File: src/rtl/dac_pkg.sv
// -----------------------------------------------------------------------------
// dac_pkg
// Shared defaults for the DAC write path and the matching ADC read-side
// blocks: sample width, DAC clock divider, FIFO depth and the idle
// (mid-scale) code.
// Ports: none (package).
// -----------------------------------------------------------------------------
`timescale 1ns/1ps
package dac_pkg;

    localparam int DAC_DATA_W = 12;              // sample / DAC bus width
    localparam int DAC_DIV    = 4;               // clk_400M cycles per dac_clk period
    localparam int DAC_DEPTH  = 4;               // sample FIFO depth
    localparam logic [11:0] DAC_IDLE_CODE = 12'd2048; // offset-binary mid-scale

    // Width of a counter that has to hold 0..div-1 (never less than 1 bit).
    function automatic int phase_w(input int div);
        return (div > 2) ? $clog2(div) : 1;
    endfunction

endpackage

File: src/rtl/write_dac_if.sv
// -----------------------------------------------------------------------------
// write_dac_if
// Sample handshake between a producer and the DAC writer.
//   sample_in    : offset-binary sample
//   sample_valid : sample_in is valid this cycle
//   sample_ready : consumer accepts a sample this cycle
// Modports: master = producer, slave = write_dac.
// -----------------------------------------------------------------------------
`timescale 1ns/1ps
interface write_dac_if
    import dac_pkg::*;
#(
    parameter int DATA_W = DAC_DATA_W
) ();

    logic [DATA_W-1:0] sample_in;
    logic              sample_valid;
    logic              sample_ready;

    modport master (
        output sample_in,
        output sample_valid,
        input  sample_ready
    );

    modport slave (
        input  sample_in,
        input  sample_valid,
        output sample_ready
    );

endinterface

File: src/rtl/dac_fifo.sv
// -----------------------------------------------------------------------------
// dac_fifo
// Single-clock first-word-fall-through sample FIFO. The head entry is visible
// combinationally on head so the DAC slot logic can load it on the same edge
// that pops it.
// Ports:
//   clk_400M, rst    : clock, asynchronous active-high reset
//   push, push_data  : write request (ignored when full, even if popping)
//   pop              : read request (ignored when empty)
//   head             : oldest entry
//   full, empty      : occupancy flags
//   level            : occupancy 0..DEPTH
// -----------------------------------------------------------------------------
`timescale 1ns/1ps
module dac_fifo
    import dac_pkg::*;
#(
    parameter int DATA_W = DAC_DATA_W,
    parameter int DEPTH  = DAC_DEPTH
) (
    input  logic                       clk_400M,
    input  logic                       rst,
    input  logic                       push,
    input  logic [DATA_W-1:0]          push_data,
    input  logic                       pop,
    output logic [DATA_W-1:0]          head,
    output logic                       full,
    output logic                       empty,
    output logic [$clog2(DEPTH):0]     level
);

    localparam int AW = $clog2(DEPTH);
    localparam int LW = AW + 1;

    logic [DATA_W-1:0] mem [DEPTH];
    logic [AW-1:0]     wr_ptr_reg;
    logic [AW-1:0]     rd_ptr_reg;
    logic [LW-1:0]     level_reg;
    logic              do_push;
    logic              do_pop;

    assign full    = (level_reg == LW'(DEPTH));
    assign empty   = (level_reg == '0);
    // Accept decisions use the flags from before this edge, so a full FIFO
    // refuses a push even when a pop frees a slot on the same edge.
    assign do_push = push && !full;
    assign do_pop  = pop && !empty;
    assign head    = mem[rd_ptr_reg];
    assign level   = level_reg;

    // Storage has no reset: contents are meaningless once the pointers clear.
    always_ff @(posedge clk_400M) begin
        if (do_push) begin
            mem[wr_ptr_reg] <= push_data;
        end
    end

    // DEPTH is a power of two, so pointers wrap by plain overflow.
    always_ff @(posedge clk_400M or posedge rst) begin
        if (rst) begin
            wr_ptr_reg <= '0;
            rd_ptr_reg <= '0;
            level_reg  <= '0;
        end else begin
            if (do_push) begin
                wr_ptr_reg <= wr_ptr_reg + 1'b1;
            end
            if (do_pop) begin
                rd_ptr_reg <= rd_ptr_reg + 1'b1;
            end
            case ({do_push, do_pop})
                2'b10:   level_reg <= level_reg + 1'b1;
                2'b01:   level_reg <= level_reg - 1'b1;
                default: level_reg <= level_reg;
            endcase
        end
    end

endmodule

File: src/rtl/write_dac.sv
// -----------------------------------------------------------------------------
// write_dac
// Buffers producer samples in a small FIFO and presents them to a parallel
// DAC. A phase counter divides clk_400M by DIV to make dac_clk; dac_data only
// changes on the dac_clk falling edge ("update slot"), giving DIV/2 cycles of
// setup before the DAC latches on the rising edge.
// Ports:
//   clk_400M, rst  : clock, asynchronous active-high reset
//   en             : 1 = pop samples to the DAC, 0 = drive IDLE_CODE
//   smp            : sample handshake (slave side)
//   underflow_clr  : clears the sticky underflow flag
//   dac_clk        : registered DAC sample clock
//   dac_data       : registered DAC data bus
//   fifo_level     : FIFO occupancy
//   underflow      : sticky, set when an enabled slot finds the FIFO empty
// -----------------------------------------------------------------------------
`timescale 1ns/1ps
module write_dac
    import dac_pkg::*;
#(
    parameter int                DATA_W    = DAC_DATA_W,
    parameter int                DIV       = DAC_DIV,
    parameter int                DEPTH     = DAC_DEPTH,
    parameter logic [DATA_W-1:0] IDLE_CODE = DATA_W'(DAC_IDLE_CODE)
) (
    input  logic                   clk_400M,
    input  logic                   rst,
    input  logic                   en,
    input  logic                   underflow_clr,
    write_dac_if.slave             smp,
    output logic                   dac_clk,
    output logic [DATA_W-1:0]      dac_data,
    output logic [$clog2(DEPTH):0] fifo_level,
    output logic                   underflow
);

    localparam int              CNT_W    = phase_w(DIV);
    localparam logic [CNT_W-1:0] CNT_MAX = CNT_W'(DIV - 1);
    localparam logic [CNT_W-1:0] CNT_HALF = CNT_W'(DIV / 2);

    logic [CNT_W-1:0]  cnt_reg;
    logic [CNT_W-1:0]  cnt_next;
    logic              dac_clk_reg;
    logic [DATA_W-1:0] dac_data_reg;
    logic              underflow_reg;
    logic              slot;
    logic              fifo_pop;
    logic              fifo_full;
    logic              fifo_empty;
    logic [DATA_W-1:0] fifo_head;

    assign cnt_next = (cnt_reg == CNT_MAX) ? '0 : cnt_reg + 1'b1;
    // The edge on which the counter returns to 0 is the update slot.
    assign slot     = (cnt_reg == CNT_MAX);
    // Emptiness is judged before this edge: a sample pushed on the slot edge
    // itself is not popped until the following slot.
    assign fifo_pop = slot && en && !fifo_empty;

    assign smp.sample_ready = !fifo_full;

    dac_fifo #(
        .DATA_W (DATA_W),
        .DEPTH  (DEPTH)
    ) u_fifo (
        .clk_400M  (clk_400M),
        .rst       (rst),
        .push      (smp.sample_valid),
        .push_data (smp.sample_in),
        .pop       (fifo_pop),
        .head      (fifo_head),
        .full      (fifo_full),
        .empty     (fifo_empty),
        .level     (fifo_level)
    );

    always_ff @(posedge clk_400M or posedge rst) begin
        if (rst) begin
            cnt_reg       <= '0;
            dac_clk_reg   <= 1'b0;
            dac_data_reg  <= IDLE_CODE;
            underflow_reg <= 1'b0;
        end else begin
            cnt_reg     <= cnt_next;
            // Derived from the next count so clock and counter move together.
            dac_clk_reg <= (cnt_next >= CNT_HALF);

            if (slot) begin
                if (!en) begin
                    dac_data_reg <= IDLE_CODE;
                end else if (!fifo_empty) begin
                    dac_data_reg <= fifo_head;
                end
            end

            // Set has priority over clear.
            if (slot && en && fifo_empty) begin
                underflow_reg <= 1'b1;
            end else if (underflow_clr) begin
                underflow_reg <= 1'b0;
            end
        end
    end

    assign dac_clk   = dac_clk_reg;
    assign dac_data  = dac_data_reg;
    assign underflow = underflow_reg;

endmodule

File: src/flat_wrapper.sv
// flat-port wrapper written by rule: the top's interface ports become plain ports
module write_dac_flat import dac_pkg::*;
#(
    parameter int                DATA_W    = DAC_DATA_W,
    parameter int                DIV       = DAC_DIV,
    parameter int                DEPTH     = DAC_DEPTH,
    parameter logic [DATA_W-1:0] IDLE_CODE = DATA_W'(DAC_IDLE_CODE)
)
  (clk_400M, rst, en, underflow_clr, dac_clk, dac_data, fifo_level, underflow, smp_sample_in, smp_sample_valid, smp_sample_ready);
  write_dac_if #(.DATA_W(DATA_W)) smp_i ();
  input  logic clk_400M;
  input  logic rst;
  input  logic en;
  input  logic underflow_clr;
  output logic dac_clk;
  output logic [DATA_W-1:0] dac_data;
  output logic [$clog2(DEPTH):0] fifo_level;
  output logic underflow;
  input wire logic [$bits(smp_i.sample_in)-1:0] smp_sample_in;
  input wire logic [$bits(smp_i.sample_valid)-1:0] smp_sample_valid;
  output wire logic [$bits(smp_i.sample_ready)-1:0] smp_sample_ready;
  assign smp_i.sample_in = smp_sample_in;
  assign smp_i.sample_valid = smp_sample_valid;
  assign smp_sample_ready = smp_i.sample_ready;
  write_dac #(.DATA_W(DATA_W), .DIV(DIV), .DEPTH(DEPTH), .IDLE_CODE(IDLE_CODE)) u_core (.clk_400M(clk_400M), .rst(rst), .en(en), .underflow_clr(underflow_clr), .smp(smp_i), .dac_clk(dac_clk), .dac_data(dac_data), .fifo_level(fifo_level), .underflow(underflow));
endmodule
File: config.mk
export PLATFORM = sky130hd
export DESIGN_NAME = write_dac_flat
export DESIGN_NICKNAME = d
export VERILOG_FILES = /design/src/rtl/dac_pkg.sv /design/src/rtl/write_dac_if.sv /design/src/rtl/dac_fifo.sv /design/src/rtl/write_dac.sv /design/src/flat_wrapper.sv
export SDC_FILE = /design/constraint.sdc
export NUM_CORES = 1
export LEC_CHECK = 0
export BUFFER_PORTS_ARGS = -buffer_cell sky130_fd_sc_hd__buf_2
export CAP_MARGIN = 5
export CORE_MARGIN = 8
export CORE_UTILIZATION = 57
export CTS_BUF_LIST = sky130_fd_sc_hd__clkbuf_4 sky130_fd_sc_hd__clkbuf_8 sky130_fd_sc_hd__clkbuf_16
export CTS_CLUSTER_DIAMETER = 80
export DETAILED_ROUTE_END_ITERATION = 6
export PLACE_DENSITY = 0.74
export RECOVER_POWER = 25
export SLEW_MARGIN = 20
export SYNTH_ARGS = -nofsm -noshare
export SYNTH_HDL_FRONTEND = slang
export SYNTH_HIERARCHICAL = 1
export SYNTH_SLANG_ARGS = --single-unit
File: constraint.sdc
create_clock -name clk_400M -period 2.9 [get_ports clk_400M]
set_input_delay 0.435 -clock clk_400M [delete_from_list [all_inputs] [get_ports clk_400M]]
set_output_delay 0.435 -clock clk_400M [all_outputs]
set_load 0.05 [all_outputs]
==> results of run 1 <==
## logic make-up after synthesis
group / count (synthesis) / synth area share [%]
AOI/OAI and AO/OA: 9 / 2.62
xor gates and xnor gates: 6 / 1.84
adders and majority gates: 7 / 3.32
buffers and inverters: 19 / 3.76
DFF: 70 / 69.7
muxes: 14 / 10.8
and+or+nand+nor: 36 / 7.92
## layout by cell type (no fill, tap or decap), drive strengths merged
master	n
edfxtp	48
bufinv	1
nor3	1
a21bo	1
nand4b	6
nor3b	1
ha	6
nand2b	6
a22oi	1
and3b	1
o21ai	1
nor2	2
buf	24
clkinvlp	1
fa	1
dfstp	1
o31a	1
mux4	12
xnor2	3
nand2	1
mux2i	1
clkbuf	23
dfrtp	21
and2	4
clkinv	2
mux2	1
nor2b	1
inv	12
nand3	13
a22o	5
xor2	3
## power by group
part	internal (mW)	switching (mW)
sequential	1.36	0.226
clock	0.449	0.340
combinational	0.412	0.738
## synthesized netlist by cell type
master	instances	share of area, %
nor3_1	1	0.17
xor2_1	3	0.92
buf_6	2	0.79
inv_1	12	1.6
nor2b_2	1	0.31
xnor2_1	3	0.92
mux2_4	1	0.52
and3b_1	1	0.31
o21ai_1	1	0.17
a22oi_1	1	0.26
mux4_1	4	3.7
ha_1	6	2.6
dfrtp_1	21	18
nor3b_2	1	0.44
nand2b_1	6	1.3
a21bo_2	1	0.35
mux2i_1	1	0.35
mux4_2	8	6.3
nand4b_1	6	1.8
nand3_1	13	2.3
o31a_1	1	0.31
edfxtp_1	48	50
buf_2	4	0.70
nand2_1	1	0.13
a22o_1	5	1.5
buf_12	1	0.70
and2_1	4	0.87
dfstp_2	1	0.92
nor2_1	2	0.26
fa_1	1	0.70
## final timing paths
kind	start	to	slack, ns
min	rst	u_core/u_fifo/level[1]	0.007
max in group asynchronous	rst	u_core/dac_data[10]	2.38
max reg2reg	u_core/cnt_reg[0]	u_core/u_fifo/level[2]	0.25
min in group clk_400M	underflow_clr	u_core/underflow	0.26
max	u_core/cnt_reg[0]	u_core/u_fifo/level[2]	0.25
min reg2reg	u_core/cnt_reg[0]	u_core/cnt_reg[0]	0.44
## critical path, delay by kind of cell (launching register included)
family | cells | cell delay [ns]
adder cells (fa/ha/maj) | 3 | 1.05
AO/OA/AOI/OAI | 1 | 0.26
AND/OR/NAND/NOR | 2 | 0.52
buffers and inverters | 1 | 0.06
flip-flops | 1 | 0.36
XOR/XNOR | 2 | 0.32
## cell type report
cell class | instances | area, sq um | share of cell area, %
clock buffer | 12 | 159 | 4.89
clock inverter | 4 | 46.3 | 1.42
inverter | 12 | 45.0 | 1.39
multi-input combinational | 72 | 759 | 23.4
sequential | 70 | 1990 | 61.3
tap | 67 | 83.8 | 2.58
timing repair buffer | 35 | 164 | 5.04
## metal layers
| metal | vias to the layer above | routed length (um) |
|---|---|---|
| met2 | 38 | 2640 |
| met5 | - | 0 |
| met4 | 0 | 105 |
| li1 | 685 | - |
| met1 | 771 | 2060 |
| met3 | 13 | 300 |
==> impl_metrics.yaml, run 1 <==
yosys:
  syn_area_sq_um: 2860
  yosys_warnings: 6
  syn_nets: 185
  syn_inst: 161
  synth.avg_cell_area_sq_um: 17.8
  yosysSeqAreaShare_pct: 69.7
  synth.distinct_cells: 30
  synth-seq-cells: 70
setup_path:
  start_kind: "register"
  crit_chain: "ha_1, and3b_1, o31a_1, ha_1, inv_1, fa_1, xor2_1, nor2_1, xor2_1"
  worstPathArrival_ns: 2.91
  cp-end-kind: "register"
  slowest_delay_ns: 0.44
  critical-path-slowest-cell: "ha_1"
  r2r_cells: 9
  cp_max_fo: 16
  worst_ep_required_time_ns: 3.16
  critPathKind: "register to register"
global_route:
  grt-ovfl-total: 0
  grt_max_degree: 17
  grt_use_met2_pct: 25.3
  gr-usage-met1_pct: 15.7
  grt_pass1_wl_um: 8010
  top_usage_layer: "met2"
  grt_pass1_vias: 1634
  grt_use_total_pct: 14.6
  antenna_found_initial: 0
  met3_usage_pct: 4.06
placed_design:
  placed_area_sq_um: 3060
  pre_cts_slack_ns: 0.282
  dp_cells: 256
  port_buffers: 34
  gp_congestion: 0.767
  hpwl_um: 3450
detailed_routing:
  drc: 0
  drt_iter0_drc: 121
  drtAntennaViolNets: 0
  dr.pass1.iters: 4
  wl_um: 5100
  wl_per_cell_um: 18.8
  dr_total_vias: 1507
  vias_per_cell: 5.54
floorplan:
  ios: 35
  start_util_pct: 59.8
  core_area_sq_um: 4790
  rows: 25
  die-area_sq_um: 7540
  die_h_um: 86.8
  die_x_um: 86.8
power_and_ir_drop:
  total_power_mw: 3.53
  peakVddDrop_mv: 0.594
  power.density_nw_per_um2: 1080
  cellLeakagePower_nw: 1.28
clock_tree:
  cts_buffer_depth: 2
  htree_num_levels: 3
  post-cts-setup-buffers: 0
  path_clk_slew_ns: 0.07
  cts_resized: 0
  clkLatencyLatePin_ns: 0.34
  clkSinkCount: 70
  cts_buffers: 9
  cts_tree: "built"
  clockRootBuffer: "clkbuf_8"
  holdBufCountCts: 0
sta:
  relSlewSlack_pct: 48.6
  fmax_mhz: 377
  finalClockSkew_ns: 0.0102
  grt_setup_unrepaired: "no"
  setup_violations: 0
  setup_ws_ns: 0.250
  min_period_over_period_pct: 91.4
  worst_pin_slew_ns: 0.771
  setup_tns_ns: 0
  hold_ws_ns: 0.00723
  period_needed_ns: 2.65
  slew_viol_final: 0
  hold_viol: 0
final_layout:
  post-route-util_pct: 67.9
  largest_reg_flops: 48
  stdcell_count: 272
  nets: 224
  fin_area_sq_um: 3250
  diodes: 0
  area_delta_synth_final_pct: 13.6
  n_fill_cell: 347
  layout-drive-gt1-share_pct: 25.4
outcome:
  status: "complete, no violations"
flow_run:
  cap_violations: 0
hold_path:
  min_path_type: "input pin to asynchronous set/reset pin"
No activity file was read; power rests on OpenSTA's default activity.
==> run 2: changes to the inputs <==
--- a/config.mk
+++ b/config.mk
@@ -8,11 +8,11 @@
 export BUFFER_PORTS_ARGS = -buffer_cell sky130_fd_sc_hd__buf_2
 export CAP_MARGIN = 5
 export CORE_MARGIN = 8
-export CORE_UTILIZATION = 57
+export CORE_UTILIZATION = 61
 export CTS_BUF_LIST = sky130_fd_sc_hd__clkbuf_4 sky130_fd_sc_hd__clkbuf_8 sky130_fd_sc_hd__clkbuf_16
 export CTS_CLUSTER_DIAMETER = 80
 export DETAILED_ROUTE_END_ITERATION = 6
-export PLACE_DENSITY = 0.74
+export PLACE_DENSITY = 0.79
 export RECOVER_POWER = 25
 export SLEW_MARGIN = 20
 export SYNTH_ARGS = -nofsm -noshare
==> constraint.sdc (replaced) <==
create_clock -name clk_400M -period 3.05 [get_ports clk_400M]
set_input_delay 0.4575 -clock clk_400M [delete_from_list [all_inputs] [get_ports clk_400M]]
set_output_delay 0.4575 -clock clk_400M [all_outputs]
set_load 0.05 [all_outputs]
==> run 2 against run 1 <==
Count of clock-buffer cells in the layout fell by 1. Hold slack improved by 0.053 ns. Setup slack improved by 0.30 ns. Final area fell by 0.12%.
==> impl_metrics.yaml, run 2 (same netlist as run 1, synthesis figures left out) <==
outcome:
  status: "complete, no violations"
final_layout:
  stdcell_count: 259
  post-route-util_pct: 70.1
  fin_area_sq_um: 3250
  area_delta_synth_final_pct: 13.5
  largest_reg_flops: 48
  multi_input_area_sq_um: 759
  nets: 224
  layout-drive-gt1-share_pct: 24.9
  mostFrequentLayoutCells: "edfxtp_1, buf_2, dfrtp_1"
  seqCellArea_sq_um: 1990
  n_fill_cell: 303
  final_common_cell: "edfxtp_1"
  diodes: 0
placed_design:
  dp_cells: 243
  port_buffers: 34
  pre_cts_slack_ns: 0.575
  placed_area_sq_um: 3040
  hpwl_um: 3530
  gp_congestion: 0.764
flow_run:
  cap_violations: 0
global_route:
  grt_pass1_vias: 1634
  antenna_found_initial: 0
  grt-ovfl-total: 0
  grt_pass1_wl_um: 8140
  grt_use_total_pct: 15.3
  grt_max_degree: 17
setup_path:
  r2r_setup_slack_ns: 0.55
  rr_startpoint: "u_core/cnt_reg[0]"
  critPathKind: "register to register"
  slowest_delay_ns: 0.41
  worstPathArrival_ns: 2.76
  cp-end-kind: "register"
  r2r_cells: 9
  cp_max_fo: 16
  crit_chain: "ha_1, and3b_1, o31a_1, ha_1, inv_1, fa_1, xor2_1, nor2_1, xor2_1"
  start_kind: "register"
  worst_ep_required_time_ns: 3.31
  critical-path-slowest-cell: "ha_1"
  worstReg2RegEnd: "u_core/u_fifo/level[2]"
floorplan:
  rows: 25
  core_area_sq_um: 4630
  die-area_sq_um: 7140
  die_h_um: 84.5
  die_x_um: 84.5
  start_util_pct: 61.8
  ios: 35
clock_tree:
  htree_num_levels: 3
  post-cts-setup-buffers: 0
  cts_buffers: 9
  cts_resized: 0
  clkSinkCount: 70
  path_clk_slew_ns: 0.07
  clkLatencyLatePin_ns: 0.33
  cts_buffer_depth: 2
  cts_tree: "built"
  clockRootBuffer: "clkbuf_8"
  holdBufCountCts: 0
hold_path:
  min_path_type: "input pin to asynchronous set/reset pin"
power_and_ir_drop:
  power.density_nw_per_um2: 1050
  total_power_mw: 3.40
  peakVddDrop_mv: 0.645
  cellLeakagePower_nw: 1.29
sta:
  hold_ws_ns: 0.0600
  finalClockSkew_ns: 0.00567
  slew_viol_final: 0
  grt_setup_unrepaired: "no"
  period_needed_ns: 2.50
  min_period_over_period_pct: 82.0
  setup_violations: 0
  worst_pin_slew_ns: 0.816
  setup_tns_ns: 0
  fmax_mhz: 400
  hold_viol: 0
  relSlewSlack_pct: 45.6
  setup_ws_ns: 0.548
detailed_routing:
  drtAntennaViolNets: 0
  dr_total_vias: 1501
  vias_per_cell: 5.80
  drc: 0
  dr.pass1.iters: 5
  drt_iter0_drc: 109
  wl_um: 5000
  wl_per_cell_um: 19.3
-- run 2: changes by cell type in the layout (fill, tap and decap cells not counted) --
cell,delta
clkinv_1,+1
clkinvlp_4,-1
clkbuf_8,-1
bufinv_16,+1
-- run 2: cell type report --
class / instances / area share, %
repair buffers: 35 / 5.05
multi-input cells: 72 / 23.4
inverters: 12 / 1.39
well taps: 54 / 2.08
clock inverters: 5 / 2.24
flip-flops and latches: 70 / 61.4
clock buffers: 11 / 4.47
-- run 2: power breakdown --
group,internal [mW],switching [mW]
combinational,0.392,0.712
clock,0.485,0.308
sequential,1.29,0.209
total,2.17,1.23
-- run 2: worst max-delay path by stage --
stage,start,to,cells past startpoint
after CTS,u_core/cnt_reg[0],u_core/u_fifo/level[2],9
after floorplan,u_core/u_fifo/level[0],u_core/u_fifo/level[2],10
after detailed placement,u_core/cnt_reg[0],u_core/u_fifo/level[2],9
after global routing,u_core/cnt_reg[0],u_core/u_fifo/level[2],9
final,u_core/cnt_reg[0],u_core/u_fifo/level[2],9
after global placement,u_core/cnt_reg[1],u_core/u_fifo/level[2],9
-- run 2: worst max-delay path: cells and delay by family (launching register included) --
family | cells | cell delay, ns
and+or+nand+nor | 2 | 0.49
buffers and inverters | 1 | 0.06
AOI/OAI and AO/OA | 1 | 0.25
xor gates and xnor gates | 2 | 0.30
DFF | 1 | 0.35
adders and majority gates | 3 | 0.98
-- run 2: routing by layer --
layer	vias to the layer above	share of wire (%)	GRT usage, %
met5	-	0	0
met4	0	1.4	8.41
met3	7	8.4	5.76
met2	56	51	23.9
met1	750	40	18.0
li1	688	-	-
==> run 3: changes to the inputs <==
--- a/config.mk
+++ b/config.mk
@@ -8,11 +8,11 @@
 export BUFFER_PORTS_ARGS = -buffer_cell sky130_fd_sc_hd__buf_2
 export CAP_MARGIN = 5
 export CORE_MARGIN = 8
-export CORE_UTILIZATION = 61
+export CORE_UTILIZATION = 57
 export CTS_BUF_LIST = sky130_fd_sc_hd__clkbuf_4 sky130_fd_sc_hd__clkbuf_8 sky130_fd_sc_hd__clkbuf_16
 export CTS_CLUSTER_DIAMETER = 80
 export DETAILED_ROUTE_END_ITERATION = 6
-export PLACE_DENSITY = 0.79
+export PLACE_DENSITY = 0.74
 export RECOVER_POWER = 25
 export SLEW_MARGIN = 20
 export SYNTH_ARGS = -nofsm -noshare
==> constraint.sdc (replaced) <==
create_clock -name clk_400M -period 2.5 [get_ports clk_400M]
set_input_delay 0.375 -clock clk_400M [delete_from_list [all_inputs] [get_ports clk_400M]]
set_output_delay 0.375 -clock clk_400M [all_outputs]
set_load 0.05 [all_outputs]
==> run 3 against run 2 <==
Sequential share of layout area down 1.3 points. Count of clock-buffer cells in the layout down 2. Clock power up 34%. Sequential power up 19%. Die area up 5.7%. Clock skew up 0.0024 ns. Non-clock buffer count up 4. Sequential cell count unchanged. Routed wire length up 2.7%. Utilization down 0.85 points. First-iteration DRC count up 10%. Fmax up 16%. Largest power group unchanged.
==> impl_metrics.yaml, run 3 (same netlist as run 1, synthesis figures left out) <==
power_and_ir_drop:
  peakVddDrop_mv: 0.803
  switchingPower_mw: 1.52
  sw_frac_of_total_pct: 35.8
  total_power_mw: 4.25
  intPower_mw: 2.72
  p_comb_share_pct: 33.0
  cellLeakagePower_nw: 1.32
  seq_power_share_pct: 42.1
  clkPwrFrac_pct: 24.9
  power.density_nw_per_um2: 1280
final_layout:
  area_delta_synth_final_pct: 15.9
  largest_reg_flops: 48
  post-route-util_pct: 69.3
  mostFrequentLayoutCells: "edfxtp_1, buf_2, dfrtp_1"
  fin_area_sq_um: 3320
  stdcell_count: 276
  nets: 228
  diodes: 0
  final_common_cell: "edfxtp_1"
  layout-drive-gt1-share_pct: 26.8
sta:
  fmax_mhz: 465
  worst_pin_slew_ns: 0.698
  relSlewSlack_pct: 53.5
  setup_ws_ns: 0.351
  setup_tns_ns: 0
  finalClockSkew_ns: 0.00811
  period_needed_ns: 2.15
  slew_viol_final: 0
  setup_violations: 0
  hold_ws_ns: 0.204
  min_period_over_period_pct: 86.0
  hold_viol: 0
  grt_setup_unrepaired: "no"
setup_path:
  cp_max_fo: 6
  worstReg2RegEnd: "u_core/u_fifo/level[2]"
  critPathKind: "register to register"
  r2r_setup_slack_ns: 0.35
  cp-end-kind: "register"
  rr_startpoint: "u_core/u_fifo/level[0]"
  start_kind: "register"
  worstPathArrival_ns: 2.41
  worst_ep_required_time_ns: 2.76
  r2r_cells: 9
placed_design:
  hpwl_um: 3490
  placed_area_sq_um: 3080
  pre_cts_slack_ns: 0.326
  gp_congestion: 0.742
  port_buffers: 34
  dp_cells: 259
detailed_routing:
  drc: 0
  dr.pass1.iters: 4
  wl_per_cell_um: 18.6
  drt_iter0_drc: 120
  wl_um: 5140
  vias_per_cell: 5.52
  drtAntennaViolNets: 0
  dr_total_vias: 1523
clock_tree:
  clkSinkCount: 70
  cts_tree: "built"
  htree_num_levels: 3
  cts_buffer_depth: 2
  cts_buffers: 9
  cts_resized: 0
  post-cts-setup-buffers: 0
  clkLatencyLatePin_ns: 0.33
  path_clk_slew_ns: 0.07
  clockRootBuffer: "clkbuf_8"
global_route:
  grt_pass1_wl_um: 8280
  grt_max_degree: 16
  grt-ovfl-total: 0
  antenna_found_initial: 0
  grt_pass1_vias: 1664
  grt_use_total_pct: 15.2
outcome:
  status: "complete, no violations"
floorplan:
  start_util_pct: 59.8
  ios: 35
  rows: 25
  die_h_um: 86.8
  die_x_um: 86.8
  die-area_sq_um: 7540
  core_area_sq_um: 4790
flow_run:
  cap_violations: 0
hold_path:
  min_from: "underflow_clr"
  min_path_type: "input pin to register"
  whs_path_depth: 2
  hold_end: "u_core/underflow"
[run 3: cell types whose count changed in the layout (fill, tap and decap cells not counted), sizes merged]
cell / before / now
clkinv: 3 / 4
buf: 24 / 28
bufinv: 2 / 3
dlygate4sd3: 0 / 1
clkbuf: 22 / 19
[run 3: critical path: stages (launching register included)]
cell	delay, ns
dfrtp_1	0.46
nor3_1	0.10
and3b_1	0.24
o31a_1	0.20
ha_1	0.20
inv_1	0.06
fa_1	0.38
xor2_1	0.16
nor2_1	0.11
xor2_1	0.15
[run 3: how the worst max path moves through the flow]
stage / start / endpoint / slack, ns / depth (start not counted)
2_1_floorplan: u_core/u_fifo/level[0] / u_core/u_fifo/level[2] / 0.02 / 10
3_3_place_gp: en / u_core/u_fifo/level[2] / 0.42 / 9
3_5_place_dp: en / u_core/u_fifo/level[2] / 0.33 / 9
4_1_cts: u_core/u_fifo/level[0] / u_core/u_fifo/level[2] / 0.33 / 9
5_1_grt: u_core/u_fifo/level[0] / u_core/u_fifo/level[2] / 0.15 / 9
6_report: u_core/u_fifo/level[0] / u_core/u_fifo/level[2] / 0.35 / 9
[run 3: metal layers]
layer	GRT usage [%]	part of all wire (%)	up-vias
li1	-	-	695
met1	17.0	41	781
met2	25.2	52	40
met3	6.14	5.2	7
met4	6.26	1.5	0
met5	0	0	-
[run 3: area by class of cell]
cell class,count,area (sq um)
sequential,70,1990
tap,67,83.8
inverter,12,45.0
clock inverter,7,113
multi-input combinational,72,759
timing repair buffer,39,198
clock buffer,9,124
fill,337,1470
[run 3: power by group through the flow]
stage	logic, mW	registers, mW	clock network [mW]
detailed placement	1.42	1.81	0
global placement	1.37	1.78	0
floorplan	0.721	2.16	0
finish	1.40	1.79	1.06
global route	1.50	1.83	1.13
CTS	1.43	1.79	1.08
[run 3: what timing repair did]
item | 4_1_cts | 5_1_grt
hold buffers | 1 | 0
setup endpoints to repair | 0 | 0
hold endpoints to repair | 7 | 0
